File: config.mk
export PLATFORM = sky130hd
export DESIGN_NAME = light_pen_locator
export DESIGN_NICKNAME = d
export VERILOG_FILES = /design/src/rtl/light_pen_locator_pkg.sv /design/src/rtl/light_pen_locator_pixel_sampler.sv /design/src/rtl/light_pen_locator.sv
export SDC_FILE = /design/constraint.sdc
export NUM_CORES = 1
export LEC_CHECK = 0
export ABC_AREA = 0
export BUFFER_PORTS_ARGS = -buffer_cell sky130_fd_sc_hd__buf_2
export CORE_MARGIN = 5
export CORE_UTILIZATION = 53
export DETAILED_ROUTE_END_ITERATION = 10
export PLACE_DENSITY = 0.77
export RECOVER_POWER = 25
export SKIP_LAST_GASP = 1
export SYNTH_ARGS = -nofsm -noshare
export SYNTH_HDL_FRONTEND = slang
export SYNTH_SLANG_ARGS = --single-unit
File: constraint.sdc
create_clock -name clk -period 2.57 [get_ports clk]
set_input_delay 0.1285 -clock clk [delete_from_list [all_inputs] [get_ports clk]]
set_output_delay 0.1285 -clock clk [all_outputs]
set_load 0.02 [all_outputs]
File: src/rtl/light_pen_locator_pkg.sv
// Shared constants for the light-pen locator: FSM encodings, default thresholds
// and small scan-vector helpers.
package light_pen_locator_pkg;

  typedef enum logic [1:0] {
    ST_IDLE    = 2'd0,
    ST_SEARCH  = 2'd1,
    ST_CONFIRM = 2'd2,
    ST_TRACK   = 2'd3
  } pen_state_e;

  localparam int SAMPLE_W_DEF       = 8;
  localparam int HIT_MIN_DEF        = 4;
  localparam int CONFIRM_FRAMES_DEF = 2;
  localparam int LOST_FRAMES_DEF    = 3;

  // Width of the frame-granular confirm/miss counters.
  localparam int FRAME_CNT_W = 8;

  function automatic logic is_onehot8(input logic [7:0] v);
    return (v != 8'd0) && ((v & (v - 8'd1)) == 8'd0);
  endfunction

  function automatic logic [2:0] encode8(input logic [7:0] v);
    logic [2:0] idx;
    idx = 3'd0;
    for (int i = 0; i < 8; i++) begin
      if (v[i]) idx = 3'(i);
    end
    return idx;
  endfunction

endpackage

File: src/rtl/light_pen_locator_pixel_sampler.sv
// Per-pixel dwell sampler: synchronises the pen input, counts high samples
// during each dwell and reports hit/row/col when the dwell closes.
module pen_pixel_sampler
  import light_pen_locator_pkg::*;
#(
  parameter int SAMPLE_W = SAMPLE_W_DEF,
  parameter int HIT_MIN  = HIT_MIN_DEF
) (
  input  logic       clk,
  input  logic       rst_n,
  input  logic       pen_in,
  input  logic [7:0] scan_row,
  input  logic [7:0] scan_col,
  input  logic       scan_tick,
  input  logic       frame_start,
  output logic       dwell_hit,
  output logic [2:0] dwell_row,
  output logic [2:0] dwell_col
);

  localparam logic [SAMPLE_W-1:0] HIT_MIN_C = SAMPLE_W'(HIT_MIN);
  localparam logic [SAMPLE_W-1:0] SAT_MAX   = '1;

  logic [1:0]          sync_reg;
  logic                pen_s;
  logic [SAMPLE_W-1:0] sample_cnt_reg, sample_cnt_next;
  logic [2:0]          row_reg, col_reg;
  logic                onehot_reg;
  logic                tick;

  // A stray frame_start without scan_tick still closes the dwell.
  assign tick  = scan_tick | frame_start;
  assign pen_s = sync_reg[1];

  always_comb begin
    sample_cnt_next = sample_cnt_reg;
    if (tick) begin
      sample_cnt_next = '0;
    end else if (pen_s && (sample_cnt_reg != SAT_MAX)) begin
      sample_cnt_next = sample_cnt_reg + 1'b1;
    end
  end

  always_ff @(posedge clk or negedge rst_n) begin
    if (!rst_n) begin
      sync_reg       <= 2'b00;
      sample_cnt_reg <= '0;
      row_reg        <= 3'd0;
      col_reg        <= 3'd0;
      onehot_reg     <= 1'b0;
    end else begin
      sync_reg       <= {sync_reg[0], pen_in};
      sample_cnt_reg <= sample_cnt_next;
      if (tick) begin
        row_reg    <= encode8(scan_row);
        col_reg    <= encode8(scan_col);
        onehot_reg <= is_onehot8(scan_row) && is_onehot8(scan_col);
      end
    end
  end

  // Outputs describe the dwell that is closing in this tick cycle.
  assign dwell_hit = tick && onehot_reg && (sample_cnt_reg >= HIT_MIN_C);
  assign dwell_row = row_reg;
  assign dwell_col = col_reg;

endmodule

File: src/rtl/light_pen_locator.sv
// Light-pen locator: correlates the pen pulse with the scan position, confirms
// a stable pixel over several frames and strobes its address into display RAM.
module light_pen_locator
  import light_pen_locator_pkg::*;
#(
  parameter int SAMPLE_W       = SAMPLE_W_DEF,
  parameter int HIT_MIN        = HIT_MIN_DEF,
  parameter int CONFIRM_FRAMES = CONFIRM_FRAMES_DEF,
  parameter int LOST_FRAMES    = LOST_FRAMES_DEF
) (
  input  logic       clk,
  input  logic       rst_n,
  input  logic       pen_in,
  input  logic       pen_en,
  input  logic [7:0] scan_row,
  input  logic [7:0] scan_col,
  input  logic       scan_tick,
  input  logic       frame_start,
  output logic       pen_we,
  output logic [2:0] pen_row,
  output logic [2:0] pen_col,
  output logic       pen_track,
  output logic       pen_lost
);

  localparam logic [FRAME_CNT_W-1:0] CONFIRM_C = FRAME_CNT_W'(CONFIRM_FRAMES);
  localparam logic [FRAME_CNT_W-1:0] LOST_C    = FRAME_CNT_W'(LOST_FRAMES);

  logic       dwell_hit;
  logic [2:0] dwell_row, dwell_col;

  pen_pixel_sampler #(
    .SAMPLE_W (SAMPLE_W),
    .HIT_MIN  (HIT_MIN)
  ) u_sampler (
    .clk         (clk),
    .rst_n       (rst_n),
    .pen_in      (pen_in),
    .scan_row    (scan_row),
    .scan_col    (scan_col),
    .scan_tick   (scan_tick),
    .frame_start (frame_start),
    .dwell_hit   (dwell_hit),
    .dwell_row   (dwell_row),
    .dwell_col   (dwell_col)
  );

  logic       frame_hit_reg;
  logic [2:0] frame_row_reg, frame_col_reg;
  logic       eval_hit;
  logic [2:0] eval_row, eval_col;

  // The last dwell of a frame closes on the same cycle as frame_start, so it is
  // folded in combinationally ahead of evaluation.
  always_comb begin
    eval_hit = frame_hit_reg | dwell_hit;
    eval_row = frame_hit_reg ? frame_row_reg : dwell_row;
    eval_col = frame_hit_reg ? frame_col_reg : dwell_col;
  end

  always_ff @(posedge clk or negedge rst_n) begin
    if (!rst_n) begin
      frame_hit_reg <= 1'b0;
      frame_row_reg <= 3'd0;
      frame_col_reg <= 3'd0;
    end else if (frame_start) begin
      frame_hit_reg <= 1'b0;
      frame_row_reg <= 3'd0;
      frame_col_reg <= 3'd0;
    end else if (dwell_hit && !frame_hit_reg) begin
      frame_hit_reg <= 1'b1;
      frame_row_reg <= dwell_row;
      frame_col_reg <= dwell_col;
    end
  end

  pen_state_e             state_reg, state_next;
  logic [FRAME_CNT_W-1:0] conf_cnt_reg, conf_cnt_next;
  logic [FRAME_CNT_W-1:0] miss_cnt_reg, miss_cnt_next;
  logic [2:0]             cand_row_reg, cand_row_next;
  logic [2:0]             cand_col_reg, cand_col_next;
  logic                   pen_we_reg, pen_we_next;
  logic                   pen_lost_reg, pen_lost_next;
  logic [2:0]             pen_row_reg, pen_row_next;
  logic [2:0]             pen_col_reg, pen_col_next;

  always_comb begin
    state_next    = state_reg;
    conf_cnt_next = conf_cnt_reg;
    miss_cnt_next = miss_cnt_reg;
    cand_row_next = cand_row_reg;
    cand_col_next = cand_col_reg;
    pen_we_next   = 1'b0;
    pen_lost_next = 1'b0;
    pen_row_next  = pen_row_reg;
    pen_col_next  = pen_col_reg;

    if (!pen_en) begin
      state_next    = ST_IDLE;
      conf_cnt_next = '0;
      miss_cnt_next = '0;
    end else if (frame_start) begin
      unique case (state_reg)
        ST_IDLE: begin
          // The partial frame seen while idle is discarded.
          state_next    = ST_SEARCH;
          conf_cnt_next = '0;
          miss_cnt_next = '0;
        end
        ST_SEARCH: begin
          if (eval_hit) begin
            cand_row_next = eval_row;
            cand_col_next = eval_col;
            conf_cnt_next = FRAME_CNT_W'(1);
            if (CONFIRM_FRAMES <= 1) begin
              state_next    = ST_TRACK;
              miss_cnt_next = '0;
              pen_we_next   = 1'b1;
              pen_row_next  = eval_row;
              pen_col_next  = eval_col;
            end else begin
              state_next = ST_CONFIRM;
            end
          end
        end
        ST_CONFIRM: begin
          if (!eval_hit) begin
            state_next    = ST_SEARCH;
            conf_cnt_next = '0;
          end else if ({eval_row, eval_col} == {cand_row_reg, cand_col_reg}) begin
            conf_cnt_next = conf_cnt_reg + 1'b1;
            if ((conf_cnt_reg + 1'b1) >= CONFIRM_C) begin
              state_next    = ST_TRACK;
              miss_cnt_next = '0;
              pen_we_next   = 1'b1;
              pen_row_next  = eval_row;
              pen_col_next  = eval_col;
            end
          end else begin
            cand_row_next = eval_row;
            cand_col_next = eval_col;
            conf_cnt_next = FRAME_CNT_W'(1);
          end
        end
        ST_TRACK: begin
          if (eval_hit) begin
            miss_cnt_next = '0;
            pen_we_next   = 1'b1;
            pen_row_next  = eval_row;
            pen_col_next  = eval_col;
          end else if ((miss_cnt_reg + 1'b1) >= LOST_C) begin
            state_next    = ST_SEARCH;
            miss_cnt_next = '0;
            conf_cnt_next = '0;
            pen_lost_next = 1'b1;
          end else begin
            miss_cnt_next = miss_cnt_reg + 1'b1;
          end
        end
        default: state_next = ST_IDLE;
      endcase
    end
  end

  always_ff @(posedge clk or negedge rst_n) begin
    if (!rst_n) begin
      state_reg    <= ST_IDLE;
      conf_cnt_reg <= '0;
      miss_cnt_reg <= '0;
      cand_row_reg <= 3'd0;
      cand_col_reg <= 3'd0;
      pen_we_reg   <= 1'b0;
      pen_lost_reg <= 1'b0;
      pen_row_reg  <= 3'd0;
      pen_col_reg  <= 3'd0;
    end else begin
      state_reg    <= state_next;
      conf_cnt_reg <= conf_cnt_next;
      miss_cnt_reg <= miss_cnt_next;
      cand_row_reg <= cand_row_next;
      cand_col_reg <= cand_col_next;
      pen_we_reg   <= pen_we_next;
      pen_lost_reg <= pen_lost_next;
      pen_row_reg  <= pen_row_next;
      pen_col_reg  <= pen_col_next;
    end
  end

  assign pen_we    = pen_we_reg;
  assign pen_lost  = pen_lost_reg;
  assign pen_row   = pen_row_reg;
  assign pen_col   = pen_col_reg;
  assign pen_track = (state_reg == ST_TRACK);

endmodule

======== Yosys cells after proc, flatten, opt, wreduce, memory -nomap -nowiden ========
Cells that the tools add are included.
Widths: inputs -> output; s select.
operators by class
  multiplexer cells ....................... 77
  $add $sub $neg .......................... 5
  reductions and logical operators ........ 22
  bitwise operators ....................... 4
  $lt $le $gt $ge ......................... 3
  eq/ne operators ......................... 21
operators by type and width
  kind                 number
  $mux 8               16
  $mux 3               26
  $pmux 8 s4           1
  $add 8x1->8 const B  3
  $mux 2               12
  $pmux 3 s2           4
  $pmux 8 s3           1
  $and 8x8->8          2
  $ge 8x2->1 const B   2
  $logic_not 8->1      2
  $reduce_bool 8->1    2
  $sub 8x1->8 const B  2
  $mux 1               15
  $ne 3x3->1 const B   5
  $reduce_and 6->1     2
  $ne 2x2->1 const B   5
  $ge 8x3->1 const B   1
  $ne 4x4->1 const B   2
  $ne 8x8->1 const B   1
  $pmux 2 s4           1
  $reduce_bool 2->1    4
  $logic_and 1x1->1    7
  $reduce_and 7->1     1
  $eq 6x6->1           1
  other kinds (11)     14
storage, ports and cells
  register bits after elaboration ......... 56
  logic and storage cells ................. 149
  input bits .............................. 22
  output and inout bits ................... 9

======== Depth between registers and ports, before layout ========
Gate-level depths: netlist of the first run.
  depth in word-level cells ............... 8
  gate-level depth with buffers ........... 8
  gate-level depth less buffers ........... 8

======== Modules after synthesis ========
Synthesis of the first run repeated with hierarchy kept, for this count alone.
second synthesis, totals
  cells, all modules ...................... 321
  area, all modules ....................... 3100.5 um^2
by module, submodules not included
  module             area an instance (um^2)  seq. area each (um^2)  times used  cells an instance
  light_pen_locator  2149.6                   975.9                  1           212
  pen_pixel_sampler  950.9                    425.4                  1           109

======== Worst setup path after synthesis of the first run ========
Ideal clock, no wire load.
  path type ............................... register -> register
  start ................................... register frame_hit_reg
  end ..................................... register pen_col_reg[0], in the netlist pen_col[0]
  data arrival time ....................... 2.264 ns
  path buffers ............................ 2
  clock period less this slack ............ 2.389 ns
  stages on the path, launching flop included .. 9
  path slack .............................. 0.181 ns
  library setup time ...................... 0.125 ns
  required time ........................... 2.445 ns
  cell sequence ........................... dfrtp_1 buf_6 mux2_4 xor2_1 or2_1 buf_6 a2111o_1 a21oi_4 mux2_4
between the ends
  word-level cells in the longest chain between the ends .. 5
  elaborated cells between the ends (all ways) .. 13
  those cells by class .................... eq/ne: 4; mux: 7; bitwise: 1; reduce/logical: 1
RTL lines
  item                                                                      line                      RTL
  from (decl)                                                               light_pen_locator.sv:48   logic frame_hit_reg;
  from (signal assigned)                                                    light_pen_locator.sv:63   frame_hit_reg <= 1'b0;
  from (signal assigned)                                                    light_pen_locator.sv:67   frame_hit_reg <= 1'b0;
  from (signal assigned)                                                    light_pen_locator.sv:71   frame_hit_reg <= 1'b1;
  parallel branches: the longest is 5 deep, another holds $reduce_and 7->1  -
  to (signal assigned)                                                      light_pen_locator.sv:185  pen_col_reg <= pen_col_next;
  to (decl)                                                                 light_pen_locator.sv:85   logic [2:0] pen_col_reg, pen_col_next;
Several ways; the timed one is not identified. The select of a mux whose other input is x is not followed.
A chain may end at the register's enable or synchronous reset.

======== Worst setup path in the final report of the first run ========
  start ................................... register frame_hit_reg
  end ..................................... register conf_cnt_reg[4]
between the ends
  word-level cells in the longest chain between the ends .. 7
  elaborated cells between the ends (all ways) .. 12
  those cells by class .................... eq/ne: 3; mux: 7; bitwise: 1; reduce/logical: 1
RTL lines
  item                       line                                              RTL
  $mux 3 (on tied branches)  light_pen_locator.sv:58, light_pen_locator.sv:57
  $eq 6x6->1                 light_pen_locator.sv:130                          end else if ({eval_row, eval_col} == {cand_row_reg, cand_col_reg}) begin
  $mux 8                     light_pen_locator.sv:130
  $mux 8                     light_pen_locator.sv:127                          if (!eval_hit) begin
  $pmux 8 s4                 light_pen_locator.sv:103                          unique case (state_reg)
  $mux 8                     light_pen_locator.sv:102                          end else if (frame_start) begin
  $mux 8                     light_pen_locator.sv:98                           if (!pen_en) begin
  to (signal assigned)       light_pen_locator.sv:178                          conf_cnt_reg <= conf_cnt_next;
  to (decl)                  light_pen_locator.sv:78                           logic [FRAME_CNT_W-1:0] conf_cnt_reg, conf_cnt_next;
Parallel ways exist; a longest one is shown, timed or not. The select of a mux whose other input is x is not followed.

==> results.rst, run 1 <==
.. list-table::
   :header-rows: 1

   * - Metric
     - Value
   * - Port Buffers
     - 30
   * - Unrepaired setup endpoints after global routing
     - false
   * - Via count of the routed design
     - 2484
   * - Antenna Cells
     - 0
   * - Number of global-route vias before repair
     - between 2000 and 2500
   * - Vertical die dimension
     - approximately 90 um
   * - Fin. Hold Viols
     - 0
   * - Sum of negative setup slack
     - 0 ns
   * - Critical path endpoint category
     - register
   * - Most used DFF post-synth
     - dfrtp_1
   * - Layout filler cell count
     - 522
   * - Final critical path time including I/O delays and setup
     - 2.452 ns
   * - Combinational group share of total power
     - 0.132
   * - Via-per-instance ratio
     - 5.750
   * - Worst-skew pair later-pin latency
     - 0.31 ns
   * - Number of nets in the layout
     - 388
   * - Area of the core
     - 0.005921 mm2
   * - Post-synthesis sequential area ratio
     - 0.4361
   * - Ys Warns
     - 0
   * - TritonRoute pass-1 iters
     - 4
   * - Clock transition at the registers of the reported paths
     - ~0.090 ns
   * - Synthesis-stage register bit count
     - 56
   * - Maximum level of the CTS H-tree
     - 2
   * - CP Max Fanout
     - 10
   * - Async SR Flop Fraction
     - 1.000
   * - DRT Wirelength
     - 6296 um
   * - Combinational family with the most area after synthesis
     - simple AND/OR/NAND/NOR gates
   * - Clock Sinks
     - 56
   * - DPL Wire Length
     - 4670 um
   * - Worst Max-Slew Pin Slew
     - between 1 and 1.5 ns
   * - Antenna violations before repair
     - 0
   * - All-Layer GR Usage
     - 0.1768
   * - Largest net degree at the start of global routing
     - 57
   * - Net switching share of the total power
     - 0.2585
   * - Wire per inst
     - 14.57 um
   * - Post-Route Utilization
     - 0.6050
   * - Adder-cell share of the synthesized area
     - 0.04206
   * - Startpoint type of the worst setup path
     - register
   * - Place WS
     - 0.07747 ns
   * - Post-synth EDFFs
     - 0
   * - Total power of the final layout
     - around 1.6 mW
   * - Area growth syn-to-layout
     - 11.49%
   * - Worst max-slew margin expressed relative to the limit
     - 0.08840
   * - Final worst path period share
     - 0.9542
   * - Clock Skew
     - between 0.009 and 0.01 ns
   * - CTS Buf Count
     - 5
   * - Synth unique cells
     - 60
   * - Pint
     - 1.202 mW
   * - Clock tree from TritonCTS
     - yes
   * - Max-cap viol count
     - 0
   * - Clock root buffer
     - clkbuf_8
   * - Syn Area/Cell
     - just over 10 um2
   * - Multi-input gate area in the final layout
     - 0.001697 mm2
   * - Chip Width
     - 87.86 um
   * - Routed Antenna Nets
     - 0
   * - Cell count after synthesis
     - between 300 and 400
   * - Path category of the worst min-delay check
     - input pin to register
   * - Clk network pwr share
     - 0.303
   * - XOR/XNOR Fraction of Synth Area
     - 0.03816
   * - IO Pins
     - 31
   * - Fmax achieved
     - 0.4078 GHz
   * - Synth Net Count
     - 347
   * - Status
     - finished clean
   * - Routability congestion estimate
     - about 0.82
   * - Global-route wire length before repair
     - 10970 um
   * - Initial DRC count
     - 99
   * - Final count of pins violating max slew
     - 0
   * - Mux share of post-synthesis cell area
     - 0.1005
   * - Static Leakage
     - 1.525 nW
   * - Total die area
     - 0.007719 mm2
   * - Sequential group share of total power
     - 0.564
   * - Placement Rows
     - 28
   * - GRT Residual Overflow
     - 0
   * - Required time reported for the critical path endpoint
     - ~2.8 ns
   * - Power density over the cells
     - 452.6 mW/mm2
   * - Initial cell density of the core
     - 0.5427
   * - Setup ws final
     - around 0.12 ns
   * - Switching power summed over all nets
     - 419.1 uW
   * - Basic-gate share of the synthesized area counting and, or, nand and nor cells
     - 0.1947
   * - Share of cells above drive strength 1
     - 0.2129
   * - CTS max path bufs
     - 2
   * - Arrival time reported for the critical path endpoint
     - around 2.7 ns
   * - Detailed-route DRC error count
     - 0
   * - Mapped Area
     - 0.003213 mm2
   * - Final setup violation count
     - 0
   * - Area taken by flip-flops and latches
     - 0.001403 mm2
   * - Critical path type
     - register to register
   * - Synthesized-area fraction occupied by ao, oa, aoi and oai cells
     - 0.1526
   * - Maximum resistive drop on vdd
     - 232.7 uV
[final timing paths]
check	start	endpoint	slack [ns]	cells after the start
worst max register to register	frame_hit_reg$_DFFE_PN0P_	conf_cnt_reg[4]$_DFFE_PN0P_	0.12	7
max in group asynchronous	rst_n	frame_hit_reg$_DFFE_PN0P_	0.91	3
worst min-delay path	scan_col[7]	u_sampler.dwell_col[0]$_DFFE_PN0N_	0.14	3
worst min register to register	u_sampler.sync_reg[0]$_DFF_PN0_	u_sampler.sync_reg[1]$_DFF_PN0_	0.36	0
worst max-delay path	frame_hit_reg$_DFFE_PN0P_	conf_cnt_reg[4]$_DFFE_PN0P_	0.12	7
min in group asynchronous	rst_n	miss_cnt_reg[6]$_DFFE_PN0P_	0.73	3
[routing by layer]
metal	routed length [um]	up-vias	track usage
met5	0	-	0
met4	70	0	0.04742
met3	264	7	0.03104
met2	3015	55	0.2993
met1	2946	1188	0.2343
li1	-	1234	-
[what timing repair did]
item / CTS / global route
resized for setup: 0 / 1
setup endpoints to repair: 0 / 18
buffers inserted: 0 / 0
hold buffers: 2 / 0
endpoints found under the hold margin: 57 / 0
[cell type report]
class	count	area share
clock inverters	1	0.002096
multi-input cells	235	0.4736
flip-flops and latches	56	0.3915
well taps	75	0.02620
clock buffers	7	0.02410
inverters	15	0.01572
repair buffers	43	0.06671
[worst max-delay path, cell delays in order, from the launching register on]
cell and delay, ns:
dfrtp_2 0.50, nor3_1 0.40, a211o_2 0.21, buf_4 0.12, nand3_2 0.08, o211a_4 0.28, or4_4 0.55, o31ai_2 0.22
[per-stage QoR]
stage	cells	cell area, um2	hold slack [ns]
floorplan	315	3213	-0.1671
global placement	422	3481	0.2376
detailed placement	422	3481	0.2419
CTS	432	3595	0.1267
global route	432	3582	0.1828
finish	432	3582	0.1395
[cells by family after synthesis]
logic type,Yosys count
AO/OA/AOI/OAI,66
multiplexers,27
buffers and inverters,24
adder cells (fa/ha/maj),11
flip-flops,56
AND/OR/NAND/NOR,117
XOR/XNOR,14
[placed cells by master, fill, tap and decap left out, drive strengths merged, types with 3 or more instances in the layout]
cell,instances
dfrtp,56
nor2,34
buf,31
nand2,19
o21ai,18
mux2,18
clkbuf,17
inv,15
nor3,13
ha,10
a21oi,10
nand3,10
xnor2,9
mux2i,9
nor4,8
and3,7
nand4,7
a211oi,7
xor2,5
a31oi,4
o211ai,4
o31ai,4
or4,4
or3,3
a211o,3
or2,3
[power groups by stage]
stage / Combinational [mW] / Clock, mW / Sequential [mW]
2_1_floorplan: 0.130 / 0 / 0.929
3_3_place_gp: 0.209 / 0 / 0.931
3_5_place_dp: 0.214 / 0 / 0.933
4_1_cts: 0.218 / 0.507 / 0.915
5_1_grt: 0.244 / 0.550 / 0.919
6_report: 0.215 / 0.492 / 0.915
[cells in the mapped netlist (2+ instances only)]
library cell / count / area share
dfrtp_1: 56 / 0.44
nor2_1: 34 / 0.040
nand2_1: 19 / 0.022
o21ai_0: 18 / 0.028
inv_1: 15 / 0.018
nor3_1: 13 / 0.020
ha_1: 10 / 0.039
mux2_2: 10 / 0.035
a21oi_1: 9 / 0.014
mux2i_1: 9 / 0.028
xnor2_1: 9 / 0.025
mux2_4: 8 / 0.037
nand3_1: 8 / 0.012
and3_1: 7 / 0.014
nor4_1: 7 / 0.014
nand4_1: 6 / 0.012
a211oi_1: 5 / 0.012
xor2_1: 5 / 0.014
a31oi_1: 4 / 0.0078
clkbuf_1: 4 / 0.0047
o211ai_1: 4 / 0.0093
buf_6: 3 / 0.011
or3_1: 3 / 0.0058
a211o_2: 2 / 0.0062
a211oi_2: 2 / 0.0078
buf_2: 2 / 0.0031
nand2b_1: 2 / 0.0039
nand3_2: 2 / 0.0062
nor4b_1: 2 / 0.0055
o21a_1: 2 / 0.0047
o21bai_1: 2 / 0.0047
o31ai_1: 2 / 0.0047
o31ai_2: 2 / 0.0078
or2_2: 2 / 0.0039
or4_1: 2 / 0.0047
No activity file was read; power rests on OpenSTA's default activity.
==> inputs of run 2 (changes only) <==
--- a/config.mk
+++ b/config.mk
@@ -7,7 +7,7 @@
 export LEC_CHECK = 0
 export ABC_AREA = 0
 export BUFFER_PORTS_ARGS = -buffer_cell sky130_fd_sc_hd__buf_2
-export CORE_MARGIN = 5
+export CORE_MARGIN = 1
 export CORE_UTILIZATION = 53
 export DETAILED_ROUTE_END_ITERATION = 10
 export PLACE_DENSITY = 0.77
==> run 2 against run 1 <==
  * Sequential power about the same
  * Total power up 0.30%
  * Critical endpoint is now pen_row[0]$_DFFE_PN0P_
  * Die area down 17%
  * Setup slack better by 0.0044 ns
  * Combinational power about the same
  * Clock skew about the same
  * Design area up 1.0%
  * Non-clock buffer count up 3
==> results.rst, run 2 (synthesis gave the netlist of run 1 again) <==
.. list-table::
   :header-rows: 1

   * - Metric
     - Value
   * - Status
     - finished clean
   * - Required time reported for the critical path endpoint
     - 2.78 ns
   * - Maximum level of the CTS H-tree
     - 2
   * - All-Layer GR Usage
     - 0.2186
   * - Fin. Hold Viols
     - 0
   * - Setup ws final
     - 0.1220 ns
   * - Final critical path time including I/O delays and setup
     - around 2.4 ns
   * - Top Metal Used
     - met4
   * - Clock Sinks
     - 56
   * - Final worst path period share
     - 0.9525
   * - Path category of the worst min-delay check
     - input pin to register
   * - CTS max path bufs
     - 2
   * - DRT Wirelength
     - approximately 6400 um
   * - Antenna violations before repair
     - 0
   * - Power density over the cells
     - 449.2 mW/mm2
   * - Clock root buffer
     - clkbuf_8
   * - Area of the core
     - 0.005675 mm2
   * - Post-Route Utilization
     - 0.6378
   * - Detailed-routed wire length on met3
     - 224 um
   * - Worst max-slew margin expressed relative to the limit
     - 0.3405
   * - Total die area
     - approximately 0.0064 mm2
   * - Detailed-route DRC error count
     - 0
   * - Via-per-instance ratio
     - 5.875
   * - Worst-skew pair later-pin latency
     - 0.32 ns
   * - Flop-to-flop setup slack
     - 0.12 ns
   * - Clk network pwr share
     - 0.304
   * - Critical path type
     - register to register
   * - Met1 Wirelength
     - 2958 um
   * - Initial DRC count
     - 79
   * - Clock tree from TritonCTS
     - yes
   * - Layout filler cell count
     - 491
   * - CP Max Fanout
     - 10
   * - Worst Max-Slew Pin Slew
     - 0.9893 ns
   * - CTS Buf Count
     - 5
   * - Crit. Startpoint
     - frame_hit_reg$_DFFE_PN0P_
   * - Final setup violation count
     - 0
   * - Startpoint of the most critical hold path
     - scan_col[7]
   * - Startpoint type of the worst setup path
     - register
   * - Largest net degree at the start of global routing
     - 42
   * - Placement Rows
     - 27
   * - DPL Wire Length
     - just under 5000 um
   * - Antenna Cells
     - 0
   * - Arrival time reported for the critical path endpoint
     - 2.65 ns
   * - Combinational group share of total power
     - 0.134
   * - Critical path endpoint category
     - register
   * - Detailed route wirelength on metal2
     - 3103 um
   * - Commonest non-fill, non-tap cell in the layout
     - dfrtp_1
   * - Area growth syn-to-layout
     - 12.66%
   * - Vertical die dimension
     - 79.86 um
   * - Sequential group share of total power
     - 0.562
   * - R2R Path Start
     - frame_hit_reg$_DFFE_PN0P_
   * - Routability congestion estimate
     - 0.8216
   * - Clock transition at the registers of the reported paths
     - 0.09 ns
   * - TritonRoute pass-1 iters
     - 4
   * - Unrepaired setup endpoints after global routing
     - false
   * - IO Pins
     - 31
   * - Port Buffers
     - 30
   * - Switching power summed over all nets
     - 422.2 uW
   * - Clock Skew
     - between 0.009 and 0.01 ns
   * - Maximum resistive drop on vdd
     - 259.9 uV
   * - Via count of the routed design
     - 2538
   * - Final count of pins violating max slew
     - 0
   * - Sum of negative setup slack
     - 0 ns
   * - Wire per inst
     - 14.88 um
   * - Post-layout instance count excluding filler cells
     - approximately 430
   * - Max-cap viol count
     - 0
   * - Number of global-route vias before repair
     - 2320
   * - Number of nets in the layout
     - 391
   * - Pint
     - 1.204 mW
   * - GRT Residual Overflow
     - 0
   * - Post-placement cell count
     - 420
   * - Static Leakage
     - between 1.5 and 2 nW
   * - Initial cell density of the core
     - 0.5661
   * - Most used cells in the layout excluding fill and tap cells
     - 53 x dfrtp_1, 34 x nor2_1, 20 x buf_2
   * - Global-route wire length before repair
     - 10730 um
   * - Routed Antenna Nets
     - 0
   * - Net switching share of the total power
     - 0.2596
   * - Fmax achieved
     - 0.4085 GHz
   * - Place WS
     - 0.04628 ns
   * - Chip Width
     - 79.86 um
   * - Share of cells above drive strength 1
     - 0.2333
## run 2: cell types whose count changed in the layout (fill, tap and decap cells not counted)
| cell | before | now |
|---|---|---|
| nor3_1 | 13 | 11 |
| buf_4 | 10 | 14 |
| a211oi_2 | 2 | 3 |
| dfrtp_1 | 55 | 53 |
| nor3_2 | 0 | 2 |
| a211oi_1 | 5 | 4 |
| clkinvlp_4 | 1 | 0 |
| ha_2 | 0 | 1 |
| clkbuf_1 | 10 | 11 |
| dfrtp_2 | 1 | 3 |
| buf_2 | 21 | 20 |
| ha_1 | 10 | 9 |
## run 2: critical path, cell delays in order (launching register included)
cell      delay [ns]
dfrtp_2         0.52
mux2_4          0.35
xor2_1          0.15
or2_1           0.25
a2111o_1        0.41
a21oi_4         0.32
mux2_4          0.34
## run 2: timing repair
action	in CTS	in global routing
buffers inserted	0	2
resized for setup	0	7
hold buffers	2	0
setup endpoints to repair	0	20
hold endpoints to repair	41	0
## run 2: metrics by stage
| step | cell area [um2] | power, mW | hold WS (ns) |
|---|---|---|---|
| finish | 3620 | 1.626 | 0.1284 |
| CTS | 3595 | 1.638 | 0.1251 |
| floorplan | 3213 | 1.059 | -0.1671 |
| global route | 3620 | 1.704 | 0.1362 |
| global placement | 3485 | 1.139 | 0.2395 |
| detailed placement | 3485 | 1.147 | 0.2386 |
## run 2: final cells by class
| class | instances | area (um2) | area share |
|---|---|---|---|
| Multi-Input combinational cell | 235 | 1714 | 0.4736 |
| Sequential cell | 56 | 1405 | 0.3882 |
| Timing Repair Buffer | 46 | 264.0 | 0.07293 |
| Clock buffer | 8 | 90.09 | 0.02489 |
| Tap cell | 72 | 90.09 | 0.02489 |
| Inverter | 15 | 56.30 | 0.01555 |
## run 2: layer usage
metal	up-vias	track usage
met1	1217	0.2801
met3	14	0.03086
li1	1244	-
met2	63	0.3624
met5	-	0
met4	0	0.1036
## run 2: power groups by stage
stage | combinational [mW] | clock [mW] | sequential, mW
2_1_floorplan | 0.130 | 0 | 0.929
3_3_place_gp | 0.208 | 0 | 0.931
3_5_place_dp | 0.215 | 0 | 0.932
4_1_cts | 0.219 | 0.505 | 0.914
5_1_grt | 0.244 | 0.541 | 0.918
6_report | 0.217 | 0.494 | 0.915
## run 2: final timing paths
| check | end | cells after the start |
|---|---|---|
| worst min-delay path | u_sampler.dwell_col[0]$_DFFE_PN0N_ | 3 |
| min in group asynchronous | miss_cnt_reg[0]$_DFFE_PN0P_ | 2 |
| worst max-delay path | pen_row[0]$_DFFE_PN0P_ | 6 |
| worst max register to register | pen_row[0]$_DFFE_PN0P_ | 6 |
| worst min register to register | u_sampler.sync_reg[1]$_DFF_PN0_ | 0 |
| max in group asynchronous | frame_hit_reg$_DFFE_PN0P_ | 3 |
